<file path="src/rtl/mem_access_unit_pkg.sv">
// Shared types and helpers for the MEM-stage data-memory access unit:
// size codes, FSM states, strobe patterns and lane/strobe helpers.
package mem_access_unit_pkg;

  typedef enum logic [1:0] {
    ST_IDLE,
    ST_REQ,
    ST_WAIT,
    ST_DONE
  } state_t;

  typedef enum logic [1:0] {
    SZ_B,
    SZ_H,
    SZ_W
  } size_t;

  localparam logic [2:0] F3_B  = 3'b000;
  localparam logic [2:0] F3_H  = 3'b001;
  localparam logic [2:0] F3_W  = 3'b010;
  localparam logic [2:0] F3_BU = 3'b100;
  localparam logic [2:0] F3_HU = 3'b101;

  localparam logic [3:0] STRB_B = 4'b0001;
  localparam logic [3:0] STRB_H = 4'b0011;
  localparam logic [3:0] STRB_W = 4'b1111;

  // funct3[2] only selects signedness; the low two bits carry the size.
  function automatic size_t size_of(input logic [2:0] funct3);
    case (funct3[1:0])
      2'b00:   return SZ_B;
      2'b01:   return SZ_H;
      default: return SZ_W;
    endcase
  endfunction

  function automatic logic is_misaligned(input size_t sz, input logic [1:0] off);
    case (sz)
      SZ_H:    return off[0];
      SZ_W:    return |off;
      default: return 1'b0;
    endcase
  endfunction

  function automatic logic [3:0] strobes(input size_t sz, input logic [1:0] off);
    case (sz)
      SZ_B:    return STRB_B << off;
      SZ_H:    return STRB_H << {off[1], 1'b0};
      default: return STRB_W;
    endcase
  endfunction

  function automatic logic [31:0] lanes(input size_t sz, input logic [31:0] wdata);
    case (sz)
      SZ_B:    return {4{wdata[7:0]}};
      SZ_H:    return {2{wdata[15:0]}};
      default: return wdata;
    endcase
  endfunction

endpackage

</file>
<file path="src/rtl/mem_load_format.sv">
// Load-data formatter: picks the addressed byte/half out of a raw bus word
// and sign- or zero-extends it. Shared with the instruction-side unit.
module mem_load_format
  import mem_access_unit_pkg::*;
(
  input  logic [31:0] raw,
  input  logic [1:0]  byte_off,
  input  logic [2:0]  funct3,
  output logic [31:0] result
);

  logic [7:0]  byte_sel;
  logic [15:0] half_sel;
  logic        sign_ok;

  // NOTE: every always_comb output gets a value on every path, otherwise a latch is inferred.
  always_comb begin
    byte_sel = raw[{byte_off, 3'b000} +: 8];
    half_sel = byte_off[1] ? raw[31:16] : raw[15:0];
    sign_ok  = ~funct3[2];
    case (size_of(funct3))
      SZ_B:    result = {{24{byte_sel[7] & sign_ok}}, byte_sel};
      SZ_H:    result = {{16{half_sel[15] & sign_ok}}, half_sel};
      default: result = raw;
    endcase
  end

endmodule

</file>
<file path="src/rtl/mem_access_unit.sv">
// MEM-stage data-memory access controller: request/response bus handshake,
// pipeline stall via memReady, load formatting, misalign and bus-error flags.
module mem_access_unit
  import mem_access_unit_pkg::*;
#(
  parameter int ADDR_WIDTH     = 32,
  parameter int TIMEOUT_CYCLES = 255
) (
  input  logic                  clock,
  input  logic                  reset,
  input  logic                  exmem_memRead,
  input  logic                  exmem_memWrite,
  input  logic [ADDR_WIDTH-1:0] exmem_addr,
  input  logic [31:0]           exmem_wdata,
  input  logic [2:0]            exmem_funct3,
  output logic                  memReady,
  output logic [31:0]           mem_rdata,
  output logic                  misaligned,
  output logic                  bus_error,
  output logic                  bus_valid,
  input  logic                  bus_ready,
  output logic [ADDR_WIDTH-1:0] bus_addr,
  output logic                  bus_we,
  output logic [3:0]            bus_wstrb,
  output logic [31:0]           bus_wdata,
  input  logic                  bus_rvalid,
  input  logic [31:0]           bus_rdata,
  input  logic                  bus_rerr
);

  // WAIT is left after TIMEOUT_CYCLES response-less cycles.
  localparam logic [7:0] TIMEOUT_LAST = 8'(TIMEOUT_CYCLES - 1);

  state_t      state;
  logic [7:0]  wait_cnt;
  logic        lat_read;
  logic [1:0]  lat_off;
  logic [2:0]  lat_funct3;
  logic [31:0] fmt_rdata;

  logic  req;
  logic  req_mis;
  size_t req_size;

  always_comb begin
    req      = exmem_memRead | exmem_memWrite;
    req_size = size_of(exmem_funct3);
    req_mis  = req & is_misaligned(req_size, exmem_addr[1:0]);
  end

  // Stall decisions are combinational so the pipeline freezes in the request cycle;
  // both are forced inactive while reset is held.
  assign misaligned = reset & (state == ST_IDLE) & req_mis;
  assign memReady   = ~reset | (state == ST_DONE) |
                      ((state == ST_IDLE) & (~req | req_mis));

  mem_load_format u_load_format (
    .raw      (bus_rdata),
    .byte_off (lat_off),
    .funct3   (lat_funct3),
    .result   (fmt_rdata)
  );

  // NOTE: sequential state uses non-blocking assignments so every register samples pre-edge values.
  always_ff @(posedge clock or negedge reset) begin
    if (!reset) begin
      state      <= ST_IDLE;
      wait_cnt   <= '0;
      lat_read   <= 1'b0;
      lat_off    <= '0;
      lat_funct3 <= '0;
      mem_rdata  <= '0;
      bus_error  <= 1'b0;
      bus_valid  <= 1'b0;
      bus_addr   <= '0;
      bus_we     <= 1'b0;
      bus_wstrb  <= '0;
      bus_wdata  <= '0;
    end else begin
      bus_error <= 1'b0;
      case (state)
        ST_IDLE: begin
          if (req && !req_mis) begin
            state      <= ST_REQ;
            bus_valid  <= 1'b1;
            bus_addr   <= {exmem_addr[ADDR_WIDTH-1:2], 2'b00};
            bus_we     <= ~exmem_memRead;
            bus_wstrb  <= exmem_memRead ? 4'b0000 : strobes(req_size, exmem_addr[1:0]);
            bus_wdata  <= lanes(req_size, exmem_wdata);
            lat_read   <= exmem_memRead;
            lat_off    <= exmem_addr[1:0];
            lat_funct3 <= exmem_funct3;
          end
        end
        ST_REQ: begin
          if (bus_ready) begin
            state     <= ST_WAIT;
            bus_valid <= 1'b0;
            wait_cnt  <= '0;
          end
        end
        ST_WAIT: begin
          wait_cnt <= wait_cnt + 8'd1;
          // A response in the timeout cycle still wins.
          if (bus_rvalid) begin
            state     <= ST_DONE;
            bus_error <= bus_rerr;
            mem_rdata <= (lat_read && !bus_rerr) ? fmt_rdata : '0;
          end else if (wait_cnt == TIMEOUT_LAST) begin
            state     <= ST_DONE;
            bus_error <= 1'b1;
            mem_rdata <= '0;
          end
        end
        ST_DONE: begin
          state     <= ST_IDLE;
          mem_rdata <= '0;
        end
        default: state <= ST_IDLE;
      endcase
    end
  end

endmodule

</file>
<file path="config.mk">
export PLATFORM = sky130hd
export DESIGN_NAME = mem_access_unit
export DESIGN_NICKNAME = d
export VERILOG_FILES = /design/src/rtl/mem_access_unit_pkg.sv /design/src/rtl/mem_load_format.sv /design/src/rtl/mem_access_unit.sv
export SDC_FILE = /design/constraint.sdc
export NUM_CORES = 1
export LEC_CHECK = 0
export CORE_MARGIN = 8
export CORE_UTILIZATION = 44
export DETAILED_ROUTE_END_ITERATION = 6
export PLACE_DENSITY = 0.87
export SLEW_MARGIN = 20
export SYNTH_ARGS = -nofsm -noshare
export SYNTH_HDL_FRONTEND = slang
export SYNTH_SLANG_ARGS = --single-unit
export TNS_END_PERCENT = 1
</file>
<file path="constraint.sdc">
create_clock -name clock -period 2.2 [get_ports clock]
set_input_delay 0.44 -clock clock [delete_from_list [all_inputs] [get_ports clock]]
set_output_delay 0.44 -clock clock [all_outputs]
set_load 0.03 [all_outputs]
</file>
==> results of run 1 <==
## state kept, by name, summed over array words and instances, names as in the netlist, 2 cells and up
register / flops
wait_cnt: 8
bus_addr: 30
state: 2
lat_off: 2
bus_wdata: 32
mem_rdata: 32
bus_wstrb: 4
lat_funct3: 3
## path summary, 6_finish.rpt
| kind | slack, ns | to | depth (start not counted) |
|---|---|---|---|
| hold / removal | 0.11 | bus_wstrb[3] | 2 |
| min in group clock | 0.47 | lat_off[0] | 2 |
| setup reg to reg | 0.28 | mem_rdata[23] | 7 |
| hold reg to reg | 0.47 | mem_rdata[6] | 1 |
| setup / recovery | 0.08 | memReady | 5 |
| max in group asynchronous | 1.50 | bus_wdata[24] | 2 |
## power breakdown
| part | switching, mW | internal, mW | total [mW] | leakage (nW) |
|---|---|---|---|---|
| combinational | 3.25 | 2.57 | 5.82 | 1.91 |
| clock | 0.886 | 1.49 | 2.38 | 0.258 |
| sequential | 0.507 | 2.97 | 3.48 | 1.49 |
## per-layer routing
metal  up-vias  share of wire [%]
li1       2170                  -
met1      2239                 38
met2       255                 48
met3        38                 11
met4         0                3.0
met5         -                  0
## critical path: stages
cell	delay (ns)
clkdlybuf4s50_1	0.56
a2bb2oi_1	0.22
a21bo_2	0.18
nand3b_1	0.10
buf_4	0.18
## through the flow
step	instance area (sq um)	utilization (%)	instances	power, mW	setup TNS (ns)
2_1_floorplan	5460	-	465	6.77	0
3_3_place_gp	7890	65.4	840	9.12	0
3_5_place_dp	7890	65.4	840	9.31	-0.553
4_1_cts	8400	69.6	869	11.8	-0.0701
5_1_grt	8440	69.9	872	12.3	-0.0218
6_report	8440	69.9	872	11.7	0
## area by class of cell
cell class              instances  area (sq um)  share of cell area, %
clock inverters                 6          30.0                  0.356
diodes                          1          2.50                 0.0297
multi-input cells             308          2380                   28.2
clock buffers                  23           478                   5.67
inverters                       8          30.0                  0.356
well taps                     168           210                   2.49
repair buffers                241          2380                   28.2
flip-flops and latches        117          2930                   34.7
## cells in the final DEF (no fill, tap or decap), types with 6 or more instances in the layout
| cell type | instances |
|---|---|
| a21boi_0 | 8 |
| a21oi_1 | 13 |
| a221o_1 | 16 |
| a221oi_1 | 6 |
| buf_4 | 31 |
| clkbuf_16 | 17 |
| clkdlybuf4s50_1 | 204 |
| clkinv_2 | 6 |
| dfrtp_1 | 117 |
| inv_1 | 7 |
| mux2_1 | 19 |
| mux2_2 | 35 |
| mux2i_1 | 33 |
| nand2_1 | 37 |
| nor2_1 | 15 |
| nor3_1 | 11 |
| o21ai_0 | 41 |
| o2bb2ai_1 | 14 |
## kinds of logic (layout without fill, tap and decap cells)
group	Yosys count	after routing	share of synthesized area (%)
AOI/OAI and AO/OA	125	125	16.4
DFF	117	117	53.7
muxes	88	88	17.6
and+or+nand+nor	85	85	7.18
buffers and inverters	40	278	3.42
adders and majority gates	6	6	1.38
xor gates and xnor gates	2	2	0.321
other	1	3	0.0687
## what timing repair did
item | CTS | global route
resized for setup | 1 | 5
cloned | 0 | 0
setup endpoints to repair | 2 | 2
pin swaps | 0 | 1
endpoints found under the hold margin | 0 | 0
buffers inserted | 0 | 2
==> flow_summary.json, run 1 <==
{
  "status": "finished clean",
  "slew_violations": 0,
  "yosys.area.top_type_share_pct": 53.7,
  "grt.met2_usage_pct": 35.1,
  "fp.dieH_um": 127,
  "worstMarginPinSlew_ns": 0.734,
  "reg2reg_from": "state[0]",
  "setup.worst_path.end_class": "output pin",
  "finalWorstSetupSlack_ns": 0.0827,
  "synth_top_area_cell": "dfrtp_1",
  "post-route-drc-count": 0,
  "synth_flop_cell": "dfrtp_1",
  "cts_buffers": 17,
  "cts_tree": "done",
  "floorplan.rows": 40,
  "min_path_type": "in2async",
  "path_clk_slew_ns": 0.05,
  "htreeDepth": 4,
  "busiest_layer": "met2",
  "die_x_um": 127,
  "dr.first_iter.drc_count": 398,
  "start_util_pct": 45.2,
  "drtPass1Iterations": 5,
  "clk_latency_ns": 0.41,
  "cts_hold_buf": 0,
  "fin_skew_ns": 0.00756,
  "synth_cell_types": 48,
  "startpoint": "exmem_memRead",
  "cp_max_fo": 5,
  "setup_violations": 0,
  "synthTopCellsByArea": "dfrtp_1 54%, mux2_2 7.2%, mux2i_1 6.1%",
  "syn_inst": 464,
  "gr-total-overflow": 0,
  "cts_root_buffer": "clkbuf_16",
  "ys_seq_elements": 117,
  "synth_common_cells": "117 x dfrtp_1, 41 x o21ai_0, 37 x nand2_1",
  "first_global_vias": 5024,
  "vias_per_cell": 5.39,
  "leakage_nw": 3.66,
  "required_ns": 1.76,
  "wl_per_cell_um": 19.5,
  "ios": 211,
  "seq_area_frac_synth_pct": 53.7,
  "grt_pass1_wl_um": 26800,
  "nFillCells": 846,
  "gp_congestion": 0.884,
  "min_period_ns": 2.12,
  "die_area_sq_mm": 0.0162,
  "antenna_found_initial": 1,
  "whs_ns": 0.109,
  "post-route-period-util_pct": 96.2,
  "final_nets": 805,
  "arrival_ns": 1.68,
  "met1_usage_pct": 23.8,
  "hold_viol_final": 0,
  "ys_async_sr_fraction_pct": 100,
  "critPathLaunchType": "primary input",
  "preCtsSetupSlack_ns": -0.0463,
  "synth_edf_count": 0,
  "yosysWarnings": 0,
  "vias": 4702,
  "cts.sinks": 117,
  "drt.antenna.violating_nets": 0,
  "core-area_sq_mm": 0.0121,
  "ir_worst_vdd_mv": 0.883,
  "met3_usage_pct": 8.15,
  "dp_hpwl_um": 12900,
  "cts_buffer_depth": 2,
  "routed_wl_um": 17000,
  "fmax_mhz": 472,
  "numPortBuffers": 208,
  "grt_util_all_layers_pct": 21.2,
  "synth.avg_cell_area_sq_um": 11.8,
  "syn_to_final_growth_pct": 54.6,
  "layout-drive-gt1-share_pct": 15.5,
  "synth.most_common_cell": "dfrtp_1",
  "synth_area_sq_mm": 0.00546,
  "p_per_area_mw_per_mm2": 1380,
  "criticalPathCategory": "in2out",
  "drv_cap": 0,
  "slew_headroom_pct": 51.0,
  "grt_max_degree": 81
}
Power figures use the tool's default switching activity.
==> run 2: changes to the inputs <==
--- a/config.mk
+++ b/config.mk
@@ -7,6 +7,7 @@
 export LEC_CHECK = 0
 export CORE_MARGIN = 8
 export CORE_UTILIZATION = 44
+export CTS_CLUSTER_SIZE = 20
 export DETAILED_ROUTE_END_ITERATION = 6
 export PLACE_DENSITY = 0.87
 export SLEW_MARGIN = 20
==> results of run 2 <==
No change in the layout: final DEF, timing and power equal those of run 1.
